**src/rtl/ctrl_pkg.sv**
```systemverilog
// Shared definitions for the multi-cycle controller: FSM states, opcode map,
// branch condition codes and write-back source encodings.
package ctrl_pkg;

   typedef enum logic [2:0] {
      S_FETCH,
      S_DECODE,
      S_EXEC,
      S_MEM,
      S_WB,
      S_HALT,
      S_FAULT
   } state_t;

   localparam logic [3:0] OP_LOAD  = 4'b1000;
   localparam logic [3:0] OP_STORE = 4'b1001;
   localparam logic [3:0] OP_BCOND = 4'b1010;
   localparam logic [3:0] OP_JUMP  = 4'b1011;
   localparam logic [3:0] OP_PUSH  = 4'b1100;
   localparam logic [3:0] OP_POP   = 4'b1101;
   localparam logic [3:0] OP_CALL  = 4'b1110;
   localparam logic [3:0] OP_SYS   = 4'b1111;

   // Sub-ops of OP_SYS, selected by f1
   localparam logic [1:0] SYS_RET  = 2'b00;
   localparam logic [1:0] SYS_NOP  = 2'b01;
   localparam logic [1:0] SYS_HALT = 2'b10;
   localparam logic [1:0] SYS_ILL  = 2'b11;

   localparam logic [1:0] COND_ALWAYS = 2'b00;
   localparam logic [1:0] COND_Z      = 2'b01;
   localparam logic [1:0] COND_N      = 2'b10;
   localparam logic [1:0] COND_NZ     = 2'b11;

   localparam logic [1:0] MUXPP_ALU  = 2'b00;
   localparam logic [1:0] MUXPP_MEM  = 2'b01;
   localparam logic [1:0] MUXPP_LINK = 2'b10;
   localparam logic [1:0] MUXPP_SP   = 2'b11;

   function automatic logic cond_taken(input logic [1:0] cond, input logic z, input logic n);
      logic taken;
      case (cond)
         COND_ALWAYS: taken = 1'b1;
         COND_Z:      taken = z;
         COND_N:      taken = n;
         default:     taken = ~z;
      endcase
      return taken;
   endfunction

endpackage

```
**src/rtl/ctrl_stack_tracker.sv**
```systemverilog
// Stack occupancy counter; saturates at 0 and DEPTH so it never wraps.
module ctrl_stack_tracker #(
   parameter int DEPTH = 16
) (
   input  logic                         clk,
   input  logic                         reset,
   input  logic                         inc,
   input  logic                         dec,
   output logic [$clog2(DEPTH+1)-1:0]   depth,
   output logic                         full,
   output logic                         empty
);

   localparam int W = $clog2(DEPTH + 1);

   assign full  = (depth == W'(DEPTH));
   assign empty = (depth == '0);

   always_ff @(posedge clk) begin
      if (reset) begin
         depth <= '0;
      end else if (inc && !dec && !full) begin
         depth <= depth + 1'b1;
      end else if (dec && !inc && !empty) begin
         depth <= depth - 1'b1;
      end
   end

endmodule

```
**src/rtl/multicycle_controller.sv**
```systemverilog
// Multi-cycle FETCH/DECODE/EXEC/MEM/WB controller with memory-ready handshake,
// stack-depth tracking, access timeout and absorbing HALT/FAULT states.
module multicycle_controller
   import ctrl_pkg::*;
#(
   parameter int OPC_W       = 4,
   parameter int FUNC_W      = 2,
   parameter int ALUOP_W     = 3,
   parameter int STACK_DEPTH = 16,
   parameter int MEM_TIMEOUT = 15
) (
   input  logic                               clk,
   input  logic                               reset,
   input  logic [OPC_W-1:0]                   ir_op,
   input  logic [FUNC_W-1:0]                  ir_f1,
   input  logic [FUNC_W-1:0]                  ir_f2,
   input  logic                               flag_z,
   input  logic                               flag_n,
   input  logic                               mem_ready,
   output logic                               ir_load,
   output logic                               pc_write,
   output logic [ALUOP_W-1:0]                 alu_op,
   output logic                               mem_en,
   output logic                               mem_write,
   output logic                               reg_load,
   output logic                               branch,
   output logic [1:0]                         mux_pp,
   output logic                               mux_push,
   output logic                               mux_return,
   output logic                               is_cond,
   output logic                               is_load,
   output logic [$clog2(STACK_DEPTH+1)-1:0]   sp_depth,
   output logic                               halted,
   output logic                               fault
);

   localparam int CNT_W = $clog2(MEM_TIMEOUT + 1);
   localparam logic [CNT_W-1:0] WAIT_LAST = CNT_W'(MEM_TIMEOUT - 1);

   state_t           state;
   logic [CNT_W-1:0] wait_cnt;
   logic [3:0]       op_q;
   logic [1:0]       f1_q;
   logic             stk_full, stk_empty, stk_inc, stk_dec;

   // Only the top opcode bits and the low two f1 bits take part in decode
   logic unused_ir;
   assign unused_ir = ^{ir_op, ir_f1, ir_f2};

   logic op_alu, op_sys_ret, op_push_like, op_pop_like, op_mem_wb;
   assign op_alu       = ~op_q[3];
   assign op_sys_ret   = (op_q == OP_SYS) && (f1_q == SYS_RET);
   assign op_push_like = (op_q == OP_PUSH) || (op_q == OP_CALL);
   assign op_pop_like  = (op_q == OP_POP) || op_sys_ret;
   assign op_mem_wb    = (op_q == OP_LOAD) || (op_q == OP_POP);

   assign stk_inc = (state == S_MEM) && mem_ready && op_push_like;
   assign stk_dec = ((state == S_MEM) && mem_ready && op_sys_ret) ||
                    ((state == S_WB) && (op_q == OP_POP));

   ctrl_stack_tracker #(.DEPTH(STACK_DEPTH)) u_stack (
      .clk   (clk),
      .reset (reset),
      .inc   (stk_inc),
      .dec   (stk_dec),
      .depth (sp_depth),
      .full  (stk_full),
      .empty (stk_empty)
   );

   always_ff @(posedge clk) begin
      if (reset) begin
         state    <= S_FETCH;
         wait_cnt <= '0;
         op_q     <= '0;
         f1_q     <= '0;
      end else begin
         case (state)
            S_FETCH, S_MEM: begin
               if (mem_ready) begin
                  wait_cnt <= '0;
                  if (state == S_FETCH) begin
                     op_q  <= ir_op[OPC_W-1 -: 4];
                     f1_q  <= ir_f1[1:0];
                     state <= S_DECODE;
                  end else begin
                     state <= op_mem_wb ? S_WB : S_FETCH;
                  end
               end else if (wait_cnt == WAIT_LAST) begin
                  wait_cnt <= '0;
                  state    <= S_FAULT;
               end else begin
                  wait_cnt <= wait_cnt + 1'b1;
               end
            end
            // Stack bounds and illegal opcodes are trapped before any memory access
            S_DECODE: begin
               if (((op_q == OP_SYS) && (f1_q == SYS_ILL)) ||
                   (op_push_like && stk_full) || (op_pop_like && stk_empty))
                  state <= S_FAULT;
               else
                  state <= S_EXEC;
            end
            S_EXEC: begin
               if (op_alu)
                  state <= S_WB;
               else if (op_q == OP_BCOND || op_q == OP_JUMP)
                  state <= S_FETCH;
               else if (op_q == OP_SYS)
                  state <= op_sys_ret ? S_MEM : ((f1_q == SYS_HALT) ? S_HALT : S_FETCH);
               else
                  state <= S_MEM;
            end
            S_WB:    state <= S_FETCH;
            S_HALT:  state <= S_HALT;
            default: state <= S_FAULT;
         endcase
      end
   end

   always_comb begin
      ir_load    = 1'b0;
      pc_write   = 1'b0;
      alu_op     = '0;
      mem_en     = 1'b0;
      mem_write  = 1'b0;
      reg_load   = 1'b0;
      branch     = 1'b0;
      mux_pp     = MUXPP_ALU;
      mux_push   = 1'b0;
      mux_return = 1'b0;
      is_cond    = 1'b0;
      is_load    = 1'b0;
      halted     = 1'b0;
      fault      = 1'b0;
      case (state)
         S_FETCH: begin
            mem_en   = 1'b1;
            ir_load  = mem_ready;
            pc_write = mem_ready;
         end
         S_EXEC: begin
            if (op_alu) alu_op = ALUOP_W'(op_q[2:0]);
            if (op_q == OP_BCOND) begin
               is_cond  = 1'b1;
               branch   = cond_taken(f1_q, flag_z, flag_n);
               pc_write = branch;
            end
            if (op_q == OP_JUMP) begin
               branch   = 1'b1;
               pc_write = 1'b1;
            end
         end
         S_MEM: begin
            mem_en    = 1'b1;
            mem_write = (op_q == OP_STORE) || op_push_like;
            mux_push  = op_push_like || op_pop_like;
            is_load   = op_mem_wb;
            if (op_q == OP_CALL) begin
               mux_pp   = MUXPP_LINK;
               branch   = mem_ready;
               pc_write = mem_ready;
            end
            if (op_sys_ret) begin
               mux_return = mem_ready;
               pc_write   = mem_ready;
            end
         end
         S_WB: begin
            reg_load = 1'b1;
            mux_pp   = op_mem_wb ? MUXPP_MEM : MUXPP_ALU;
            is_load  = op_mem_wb;
         end
         S_HALT:  halted = 1'b1;
         S_FAULT: fault  = 1'b1;
         default: ;
      endcase
   end

endmodule

```
**config.mk**
```make
export PLATFORM = sky130hd
export DESIGN_NAME = multicycle_controller
export DESIGN_NICKNAME = d
export VERILOG_FILES = /design/src/rtl/ctrl_pkg.sv /design/src/rtl/ctrl_stack_tracker.sv /design/src/rtl/multicycle_controller.sv
export SDC_FILE = /design/constraint.sdc
export NUM_CORES = 1
export LEC_CHECK = 0
export BUFFER_PORTS_ARGS = -buffer_cell sky130_fd_sc_hd__buf_2
export CAP_MARGIN = 20
export CORE_ASPECT_RATIO = 0.5
export CORE_MARGIN = 3
export CORE_UTILIZATION = 30
export DETAILED_ROUTE_END_ITERATION = 10
export GPL_TIMING_DRIVEN = 0
export MAX_ROUTING_LAYER = met4
export SLEW_MARGIN = 30
export SYNTH_ARGS = -nofsm -noshare
export SYNTH_HDL_FRONTEND = slang
export SYNTH_SLANG_ARGS = --single-unit
```
**constraint.sdc**
```tcl
create_clock -name clk -period 6.2 [get_ports clk]
set_input_delay 0.31 -clock clk [delete_from_list [all_inputs] [get_ports clk]]
set_output_delay 0.31 -clock clk [all_outputs]
set_load 0.005 [all_outputs]
```
After elaboration in Yosys (flattened, before gate mapping)
Cells that the tools add are included.
Widths: inputs -> output; s select.
{"block": "op_classes", "addsub": 3, "eq_ne": 20, "n_mux": 39, "bitwise": 1, "n_reduce_logical": 32}
{"operator": "$eq 4x4->1 const B", "n": 9}
{"operator": "$mux 3", "n": 12}
{"operator": "$mux 1", "n": 17}
{"operator": "$pmux 3 s5", "n": 1}
{"operator": "$logic_and 1x1->1", "n": 12}
{"operator": "$mux 5", "n": 2}
{"operator": "$eq 3x3->1 const B", "n": 3}
{"operator": "$logic_or 1x1->1", "n": 9}
{"operator": "$mux 4", "n": 2}
{"operator": "$eq 3x2->1 const B", "n": 2}
{"operator": "$pmux 1 s3", "n": 2}
{"operator": "$add 5x1->5 const B", "n": 1}
{"operator": "$eq 5x5->1 const B", "n": 1}
{"operator": "$logic_not 5->1", "n": 1}
{"operator": "$sub 5x1->5 const B", "n": 1}
{"operator": "$add 4x1->4 const B", "n": 1}
{"operator": "$eq 2x2->1 const B", "n": 2}
{"operator": "$logic_not 1->1", "n": 4}
{"operator": "$pmux 2 s2", "n": 1}
{"operator": "$reduce_or 2->1", "n": 2}
{"operator": "$eq 3x1->1 const B", "n": 1}
{"operator": "$logic_not 3->1", "n": 1}
{"operator": "$ne 3x1->1 const B", "n": 1}
{"operator": "$reduce_and 3->1", "n": 1}
{"operator": "6 further kinds", "n": 6}
{"block": "totals", "ff_bits": 18}

Longest topological paths before layout
Gate-level depths: netlist (run 1).
{"block": "logic_depth", "depth_word": 8, "depth_mapped": 11}

Cells and area by module
Synthesis (run 1) repeated with hierarchy kept, for this count alone.
{"block": "hier_totals", "hier_cells": 183, "area_unflattened_um2": 1408.9}
{"mod": "multicycle_controller", "instances": 1, "cells_per_inst": 141, "area_each_um2": 997.2}
{"mod": "ctrl_stack_tracker", "instances": 1, "cells_per_inst": 42, "area_each_um2": 411.6}

Worst setup path before layout (run 1)
No wires, ideal clock.
{"block": "synth_timing", "path_type": "register to register", "from": "register u_stack.depth[0]", "to": "register u_stack.depth[4]", "setup_time_ns": 0.133, "arrival_ns": 2.168, "required_time_ns": 6.067, "setup_slack_ns": 3.898, "path_stages_with_launch": 11, "path_buffers": 0, "synth_period_minus_slack_ns": 2.302, "path_cell_list": "dfxtp_1 -> nor4_4 -> nand2_1 -> nand3_1 -> inv_1 -> fa_1 -> nand2b_1 -> o2bb2ai_1 -> or3_1 -> a21oi_1 -> a211oi_1"}
{"block": "synth_between", "elab_chain_len": 4, "elab_cells_between_ends": 11, "cone_classes": "add/sub: 2; eq/ne: 1; mux: 2; reduce/logical: 6"}
{"item": "from (decl)", "line_no": "ctrl_stack_tracker.sv:9", "rtl": "output logic [$clog2(DEPTH+1)-1:0] depth,"}
{"item": "from (signal assigned)", "line_no": "ctrl_stack_tracker.sv:23", "rtl": "depth <= depth + 1'b1;"}
{"item": "from (signal assigned)", "line_no": "ctrl_stack_tracker.sv:25", "rtl": "depth <= depth - 1'b1;"}
{"item": "parallel branches: the longest is 4 deep, another holds $sub 5x1->5"}
Parallel ways; which one is timed is not known. The select of a mux whose other input is x is not followed.
A chain may end at the register's enable or synchronous reset.

Final worst setup path (run 1)
Same ends and word-level chain as after synthesis.

==> results.txt, run 1 <==
- Result of the run: complete, no violations
* Asr flop ratio synth: 0%
- Sequence of cells on the critical path: nor4_4, nand2_1, nand3_1, inv_1, fa_1, nand2b_1, o2bb2ai_1, or3_1, a21oi_1, a211oi_1
- Drt via density: 5.15
- Worst reg2reg path depth: 10
* Number of global-route vias before repair: 1228
- CTS built an H-tree with a depth of 1.
* Register clock-pin slew on the reported worst setup and hold paths: 0.08 ns
* Required time at the worst-slack endpoint: 6.32 ns
* Clock latency of the later-clocked register in the worst-skew pair: 0.26 ns
- The die is 53.9 µm tall.
- TritonCTS sink count: 18
* Largest net degree at the start of global routing: 11
* Residual DRC count: 0
- Wire length on met1: 1810 µm
* Worst setup path category: flop to flop
- Total track usage: 13.6%
- Clock share of power: 19.5%
- The HPWL after detailed placement is 2730 µm.
- Synth Cell Area: 1380 µm²
- Critical Path AT: 2.66 ns
- In this run the cell area measured after placement is 1600 µm².
* Most frequent cells in the layout: sky130_fd_sc_hd__buf_2, sky130_fd_sc_hd__nor2_1, sky130_fd_sc_hd__dfxtp_1, sky130_fd_sc_hd__a21oi_1, sky130_fd_sc_hd__nand2_1
* VDD IR-drop max: 0.0000968 V
- Registers are responsible for 31.9% of the overall power.
* Number of nets produced by synthesis: 199
* Class of the tightest hold or removal check: input pin to flop
* Maximum clock insertion buffer count: 2
* Die Area: 5500 µm²
- The congestion estimate from routability-driven global placement came to 0.779.
- For this design the static power due to leakage is 0.711 nW.
- Relative to the synthesized area, the layout overhead comes to 20.1%.
- The die is 102 µm wide.
- The detailed router finished its first iteration with 91 violations.
- Dividing the detail-routed wire length by the instance count gives 13.3 µm.
- Fmax: 395 MHz
- In the synthesized netlist the dominant register cell turns out to be sky130_fd_sc_hd__dfxtp_1.
- CTS tree: done
- Vias post-DR: 1385
* Fraction of power spent switching nets: 41.6%
* Cell with the largest stage delay on the worst path: sky130_fd_sc_hd__nor4_4
- Synthesis inferred 18 register bits.
* Sw Pwr: 0.215 mW
- Std cell rows: 16
- Clock root buffer: sky130_fd_sc_hd__clkbuf_8
* Synth Instances: 180
- Total of buffers placed on input and output ports: 31
* Number of buffers created by CTS: 3
- Crit path max-delay family: simple AND/OR/NAND/NOR gates
* Resized cells post-CTS: 0
- Summed over all layers, the global routing overflow is 0.
- STA classifies the critical path endpoint as a flop.
- The total area inside the core boundary comes to 4140 µm².
- In this run, the combinational gates consume 48.6% of the power.
- After synthesis, the netlist uses 47 different library cells.
* Initial standard-cell utilization of the core: 33.3%
* Stages on worst setup path: 10
* Uppermost signal routing layer after detailed routing: met3
- The worst hold path passes through 3 cells.
* # hold bufs at CTS: 0
- After clock tree synthesis, the setup repair step added 0 buffers.
- After routing the design area is 1660 µm².
- Together, buffers and inverters on the worst path number 1.
- Period minus WS final: 2.53 ns
* Worst-Margin Slew: 0.499 ns
* Final count of hold timing violations: 0
- For this block, the routed nets add up to 3590 µm of wire.
- Total number of yosys warnings: 0
- Final number of setup-violating endpoints: 0
- Most common cell after layout, fill and taps aside: sky130_fd_sc_hd__buf_2
- The worst setup path is launched from a flop.
* Slew Viols, Final: 0
- On the final layout, the worst clock skew is 0.0108 ns.
- Antenna diode count: 0
- Detailed route wirelength on metal2: 1640 µm
- Sequential cells were found to cover 26.1% of the synthesized design area.
- Summed over all failing endpoints, the final setup total negative slack is 0 ns.
- The tool flagged a number of max-cap violations equal to 0.
- The routed design uses 138 µm of met3 wire.
- Total I/O pin count: 35
* Layout Nets: 235
- Global-route wire length before repair: 5740 µm
- Detailed-router iteration count before antenna repair: 4
- Delay of the slowest critical-path stage: 0.39 ns
* Routed Antenna Nets: 0
- Along the worst path, the maximum fanout reaches 5.
- Mapped Avg Cell Area: 7.66 µm²
* Final Cycle Share: 40.9%
- Setup repair after global routing missed its margin: no
* Internal power component: 0.303 mW
* Total power density per cell area: 313 nW/µm²
- Yosys mapped a number of flops with a built-in enable equal to 0.
- Headroom to the max-slew limit came out at 66.2%.
- Fraction of final layout cells with drive strength greater than 1: 23.7%
- The initial antenna violation count was 0.
- # fillers: 437
[power by group through the flow]
stage / clock (mW) / combinational, mW / sequential (mW)
floorplan: 0 / 0.189 / 0.160
detailed placement: 0 / 0.250 / 0.168
global route: 0.109 / 0.280 / 0.170
finish: 0.101 / 0.252 / 0.165
global placement: 0 / 0.245 / 0.167
CTS: 0.104 / 0.251 / 0.165
[layout make-up]
class,instances,area (µm²),share of cell area [%]
Multi-Input combinational cell,142,932,56.3
Sequential cell,18,360,21.8
Timing Repair Buffer,31,155,9.37
Tap cell,54,67.6,4.08
Buffer,12,56.3,3.40
Clock buffer,4,55.1,3.32
Inverter,8,30.0,1.81
[logic make-up after synthesis]
group,share of synthesized area [%]
and+or+nand+nor,32.8
AOI/OAI and AO/OA,20.8
buffers and inverters,6.26
DFF,26.1
muxes,6.17
adders and majority gates,5.99
xor gates and xnor gates,1.91
[final timing paths]
path / slack [ns] / to / startpoint
worst max register to register: 3.67 / u_stack.depth[4] / u_stack.depth[0]
worst min-delay path: 0.28 / op_q[1] / ir_op[1]
worst max-delay path: 3.67 / u_stack.depth[4] / u_stack.depth[0]
worst min register to register: 0.50 / wait_cnt[1] / wait_cnt[1]
[layer usage]
layer	track usage (%)	vias up
met5	-	-
met4	1.31	0
met3	3.10	0
met2	21.1	27
met1	18.8	648
li1	-	710
[registers in the layout, indices dropped and copies added, names as in the netlist]
signal / cells
u_stack.depth: 5
f1_q: 2
op_q: 4
wait_cnt: 4
state: 3
[Yosys cell counts (4+ instances only)]
cell | n | area share, %
sky130_fd_sc_hd__nand2b_1 | 4 | 1.8
sky130_fd_sc_hd__clkbuf_1 | 6 | 1.6
sky130_fd_sc_hd__nor2b_1 | 4 | 1.8
sky130_fd_sc_hd__nand2_1 | 12 | 3.3
sky130_fd_sc_hd__nor3_1 | 6 | 2.2
sky130_fd_sc_hd__mux2i_1 | 7 | 5.1
sky130_fd_sc_hd__nand3_1 | 7 | 2.5
sky130_fd_sc_hd__and2_1 | 4 | 1.8
sky130_fd_sc_hd__nor2_1 | 19 | 5.2
sky130_fd_sc_hd__or3_1 | 5 | 2.3
sky130_fd_sc_hd__dfxtp_1 | 18 | 26
sky130_fd_sc_hd__o21ai_0 | 10 | 3.6
sky130_fd_sc_hd__a21oi_1 | 15 | 5.4
sky130_fd_sc_hd__inv_1 | 8 | 2.2
sky130_fd_sc_hd__ha_1 | 5 | 4.5
[metrics by stage]
| stage | total power [mW] | worst slack [ns] | utilization (%) | hold slack [ns] | cells |
|---|---|---|---|---|---|
| after floorplan | 0.349 | 3.90 | - | 0.449 | 180 |
| after global placement | 0.412 | 3.72 | 38.6 | 0.474 | 265 |
| after detailed placement | 0.417 | 3.67 | 38.6 | 0.490 | 265 |
| after CTS | 0.520 | 3.64 | 40.0 | 0.282 | 269 |
| after global routing | 0.559 | 3.44 | 40.0 | 0.289 | 269 |
| final | 0.518 | 3.67 | 40.0 | 0.276 | 269 |
[tightest hold or removal path, stage by stage]
cell,delay (ns)
sky130_fd_sc_hd__buf_2,0.07
sky130_fd_sc_hd__mux2i_1,0.05
sky130_fd_sc_hd__nor2_1,0.07
Note: power is estimated with default switching activity, not from simulation.
==> inputs of run 2 (changes only) <==
--- a/config.mk
+++ b/config.mk
@@ -5,6 +5,7 @@
 export SDC_FILE = /design/constraint.sdc
 export NUM_CORES = 1
 export LEC_CHECK = 0
+export ABC_AREA = 1
 export BUFFER_PORTS_ARGS = -buffer_cell sky130_fd_sc_hd__buf_2
 export CAP_MARGIN = 20
 export CORE_ASPECT_RATIO = 0.5
==> constraint.sdc (replaced) <==
create_clock -name clk -period 2.55 [get_ports clk]
set_input_delay 0.1275 -clock clk [delete_from_list [all_inputs] [get_ports clk]]
set_output_delay 0.1275 -clock clk [all_outputs]
set_load 0.005 [all_outputs]
==> run 2 against run 1 <==
- first-iteration DRC count decreased by 26%
- sequential power increased to 2.5 times the previous value
- global-route usage about the same
- wire length decreased by 11%
- synthesized area decreased by 7.7%
- critical path type unchanged
==> results.txt, run 2 <==
- The run finished with clean final reports.
- The total global routing overflow came to 0 (unchanged).
- The initial antenna violation count came to 0 (unchanged).
- Setup repair after global routing missed its margin: no
* Initial standard-cell utilization of the core: 31.9% (-1.3 points)
- Worst setup timing slack at the placement stage: 0.338 ns (-3.33 ns)
* Sw Pwr: 0.501 mW (+130%)
- Post-Route Skew: 0.00221 ns (-0.00861 ns)
* Layout Nets: 245 (+4.3%)
* Cell accounting for the most synthesized area: sky130_fd_sc_hd__dfxtp_1
* Final critical-path setup slack: 0.325 ns (-3.34 ns)
* Sequential fraction of design power: 36.3% (+4.4 points)
- The logic gate share of total power is 42.6% (-6.0 points).
- The largest net degree at the start of global routing was 11 (unchanged).
- The post-synthesis instance area was 1270 µm² (-7.7%).
- The library cells used most frequently in the layout, excluding fill and tap cells, are sky130_fd_sc_hd__buf_2, sky130_fd_sc_hd__nand2_1, sky130_fd_sc_hd__inv_1, sky130_fd_sc_hd__nor2_1, sky130_fd_sc_hd__a21oi_1.
* Max reg flops: 5 (unchanged)
- Fraction of power spent switching nets: 43.3% (+1.8 points)
- The relative max-transition margin is 68.6% (+2.4 points).
- Drt wl/cell: 11.5 µm (-14%)
* TritonCTS sink count: 18 (unchanged)
- Worst-Margin Slew: 0.471 ns (-0.0288 ns)
- The final cycle utilization of the critical path is 87.2% (+46 points).
* Area added between synthesis and finish: 22.2%
* Startpoint of the lowest-slack register-to-register path: op_q[3]
- Detailed-router iteration count before antenna repair: 4 (unchanged)
- Ranking of synthesized cells by instance count: sky130_fd_sc_hd__nand2_1, sky130_fd_sc_hd__inv_1, sky130_fd_sc_hd__nor2_1, sky130_fd_sc_hd__a21oi_1, sky130_fd_sc_hd__dfxtp_1
- Clock root buffer: sky130_fd_sc_hd__clkbuf_8
- Post-DP HPWL: 2560 µm (-6.5%)
- Global-route wire length before repair: 5470 µm (-4.7%)
- Reg-to-Reg End: u_stack.depth[4]
* Placeable core region: 3980 µm² (-3.9%)
- Sequential cell area: 360 µm² (unchanged)
- The gate count of the mapped netlist came to 189 (+5.0%).
* Critical Path AT: 2.38 ns (-0.28 ns)
- The post-synthesis async set-or-reset flop share is 0% (unchanged).
* Area share of the leading cell type in the synthesized netlist: 28.3% (+2.2 points)
- Clock share of power: 21.1% (+1.6 points)
* Violation count after the first detailed-route iteration: 67 (-26%)
- Total of max-cap violations: 0 (unchanged)
- The total global-route track usage was 13.6% (-0.015 points).
- The number of buffers inserted by hold repair at cts is 0 (unchanged).
* Top register by number of flip-flops: u_stack.depth
- The number of levels in the clock H-tree is 1 (unchanged).
* Post-CTS Setup Inserts: 0 (unchanged)
- The number of buffers created by CTS was 3 (unchanged).
* Final GP Congestion: 0.820 (+5.2%)
- The highest achievable clock rate came to 449 MHz (+14%).
- Largest registers: u_stack.depth x5, op_q x4, wait_cnt x4
* Residual DRC count: 0 (unchanged)
- Ranked by total cell area, the synthesized netlist is headed by sky130_fd_sc_hd__dfxtp_1, sky130_fd_sc_hd__nand2_1, sky130_fd_sc_hd__a21oi_1.
- Total I/O pin count: 35 (unchanged)
- The source-to-sink clock delay at the later pin of the worst-skew pair was 0.26 ns (about the same).
- The die height is 52.1 µm (-3.5%).
- The number of synthesized register bits was 18 (unchanged).
* Launching instance or port of the critical path: op_q[3]
* # fillers: 442 (+1.1%)
- Count of flip-flops with a built-in enable after synthesis: 0 (unchanged)
- End point of the worst hold path: u_stack.depth[3]
* Setup Total Neg Slack: 0 ns (unchanged)
- The Yosys warning count was 0 (unchanged).
- Required time at the worst-slack endpoint: 2.71 ns (-3.61 ns)
- The share of layout cells above drive strength 1 was 25.3% (+1.6 points).
- STA classifies the critical path endpoint as a flop.
- Worst Path Max Fanout: 8 (+3)
- The power per cell area was 743 nW/µm² (+140%).
* Antenna diode count: 0 (unchanged)
- The horizontal die dimension is 98.1 µm (-3.7%).
- Final count of hold timing violations: 0 (unchanged)
- Worst setup path category: flop to flop
* Period minus WS final: 2.22 ns (-0.308 ns)
* Hold Path Depth: 2 (-1)
- Source of the worst hold timing path: reset
* Internal power component: 0.654 mW (+120%)
- The post-synthesis average cell area is 6.73 µm² (-12%).
* Vias post-DR: 1317 (-4.9%)
- Routed Antenna Nets: 0 (unchanged)
- Setup slack, reg-to-reg: 0.33 ns (-3.34 ns)
* Std cell rows: 16 (unchanged)
- Most repeated cell in the gate-level netlist after synthesis: sky130_fd_sc_hd__nand2_1
* VDD IR-drop max: 0.000264 V (+170%)
- Die Area: 5110 µm² (-7.1%)
- The number of pins with negative max-slew slack in the final report came to 0 (unchanged).
- Class of the tightest hold or removal check: input pin to flop
* Final number of setup-violating endpoints: 0 (unchanged)
- The share of synthesized area occupied by flip-flops and latches was 28.3% (+2.2 points).
- Most common cell after layout, fill and taps aside: sky130_fd_sc_hd__buf_2
* Resized cells post-CTS: 0 (unchanged)
- Drt via density: 4.72 (-8.3%)
- Register clock-pin slew on the reported worst setup and hold paths: 0.07 ns (about the same)
* CTS tree: done
- Number of global-route vias before repair: 1240 (+0.98%)
- Total of buffers placed on input and output ports: 32 (+3.2%)
- P_leak: 0.756 nW (+6.3%)
* Area of the multi-input gates: 785 µm² (-16%)
- The synthesized netlist net count is 208 (+4.5%).
- Predominant post-synthesis flop cell: sky130_fd_sc_hd__dfxtp_1
- The total detailed-routing wirelength is 3210 µm (-11%).
- The count of cells along the worst register-to-register path was 14 (+4).
- Maximum clock insertion buffer count: 2 (unchanged)
* Netlist cell types: 31 (-34%)
- STA classifies the critical path startpoint as a flop.
==> run 2: worst max path at each step <==
stage | to | slack [ns] | depth (start not counted)
after global placement | u_stack.depth[4] | 0.37 | 14
after CTS | u_stack.depth[4] | 0.32 | 14
after floorplan | u_stack.depth[4] | 0.62 | 14
after global routing | u_stack.depth[4] | 0.13 | 14
after detailed placement | u_stack.depth[4] | 0.34 | 14
final | u_stack.depth[4] | 0.33 | 14
==> run 2: power groups by stage <==
| stage | sequential [mW] | combinational (mW) | clock, mW |
|---|---|---|---|
| floorplan | 0.409 | 0.364 | 0 |
| global placement | 0.425 | 0.482 | 0 |
| detailed placement | 0.426 | 0.488 | 0 |
| CTS | 0.419 | 0.490 | 0.250 |
| global route | 0.433 | 0.556 | 0.270 |
| finish | 0.419 | 0.492 | 0.243 |
==> run 2: critical path: stages, from the launching register on <==
cell and delay [ns]:
sky130_fd_sc_hd__dfxtp_1 0.47, sky130_fd_sc_hd__nand2_2 0.14, sky130_fd_sc_hd__nor2_2 0.16, sky130_fd_sc_hd__inv_2 0.09, sky130_fd_sc_hd__nor2_4 0.13, sky130_fd_sc_hd__o21ai_4 0.11, sky130_fd_sc_hd__ha_1 0.35, sky130_fd_sc_hd__a21oi_1 0.16
sky130_fd_sc_hd__nor2_1 0.05, sky130_fd_sc_hd__nor2_1 0.15, sky130_fd_sc_hd__inv_1 0.06, sky130_fd_sc_hd__nand2_1 0.07, sky130_fd_sc_hd__nand3_1 0.08, sky130_fd_sc_hd__nand2_1 0.06, sky130_fd_sc_hd__nor2_1 0.04
==> run 2: cell type report <==
class | count | area share [%]
repair buffers | 32 | 10.3
plain buffers | 4 | 1.45
flip-flops and latches | 18 | 23.2
multi-input cells | 139 | 50.4
inverters | 28 | 6.76
well taps | 54 | 4.34
clock buffers | 4 | 3.54
==> run 2: layer usage <==
| metal | global-route usage [%] | share of wire, % | routed length (µm) |
|---|---|---|---|
| met5 | - | 0 | 0 |
| met4 | 2.76 | 0 | 0 |
| met3 | 3.21 | 4.5 | 144 |
| met2 | 23.0 | 44 | 1410 |
| met1 | 16.9 | 52 | 1650 |
==> run 2: cell families after synthesis <==
logic type               count (synthesis)  share of synthesized area, %
AO/OA/AOI/OAI                           40                          17.9
XOR/XNOR                                 4                          2.75
adder cells (fa/ha/maj)                  6                          6.49
buffers and inverters                   32                          10.0
flip-flops                              18                          28.3
AND/OR/NAND/NOR                         89                          34.5
==> run 2: per-stage QoR <==
| step | utilization [%] | instance area [µm²] | hold WS (ns) | cells | power [mW] |
|---|---|---|---|---|---|
| after floorplan | - | 1270 | 0.197 | 189 | 0.773 |
| after global placement | 37.7 | 1500 | 0.385 | 275 | 0.907 |
| after detailed placement | 37.7 | 1500 | 0.397 | 275 | 0.914 |
| after CTS | 39.0 | 1560 | 0.118 | 279 | 1.16 |
| after global routing | 39.0 | 1560 | 0.114 | 279 | 1.26 |
| final | 39.0 | 1560 | 0.119 | 279 | 1.15 |
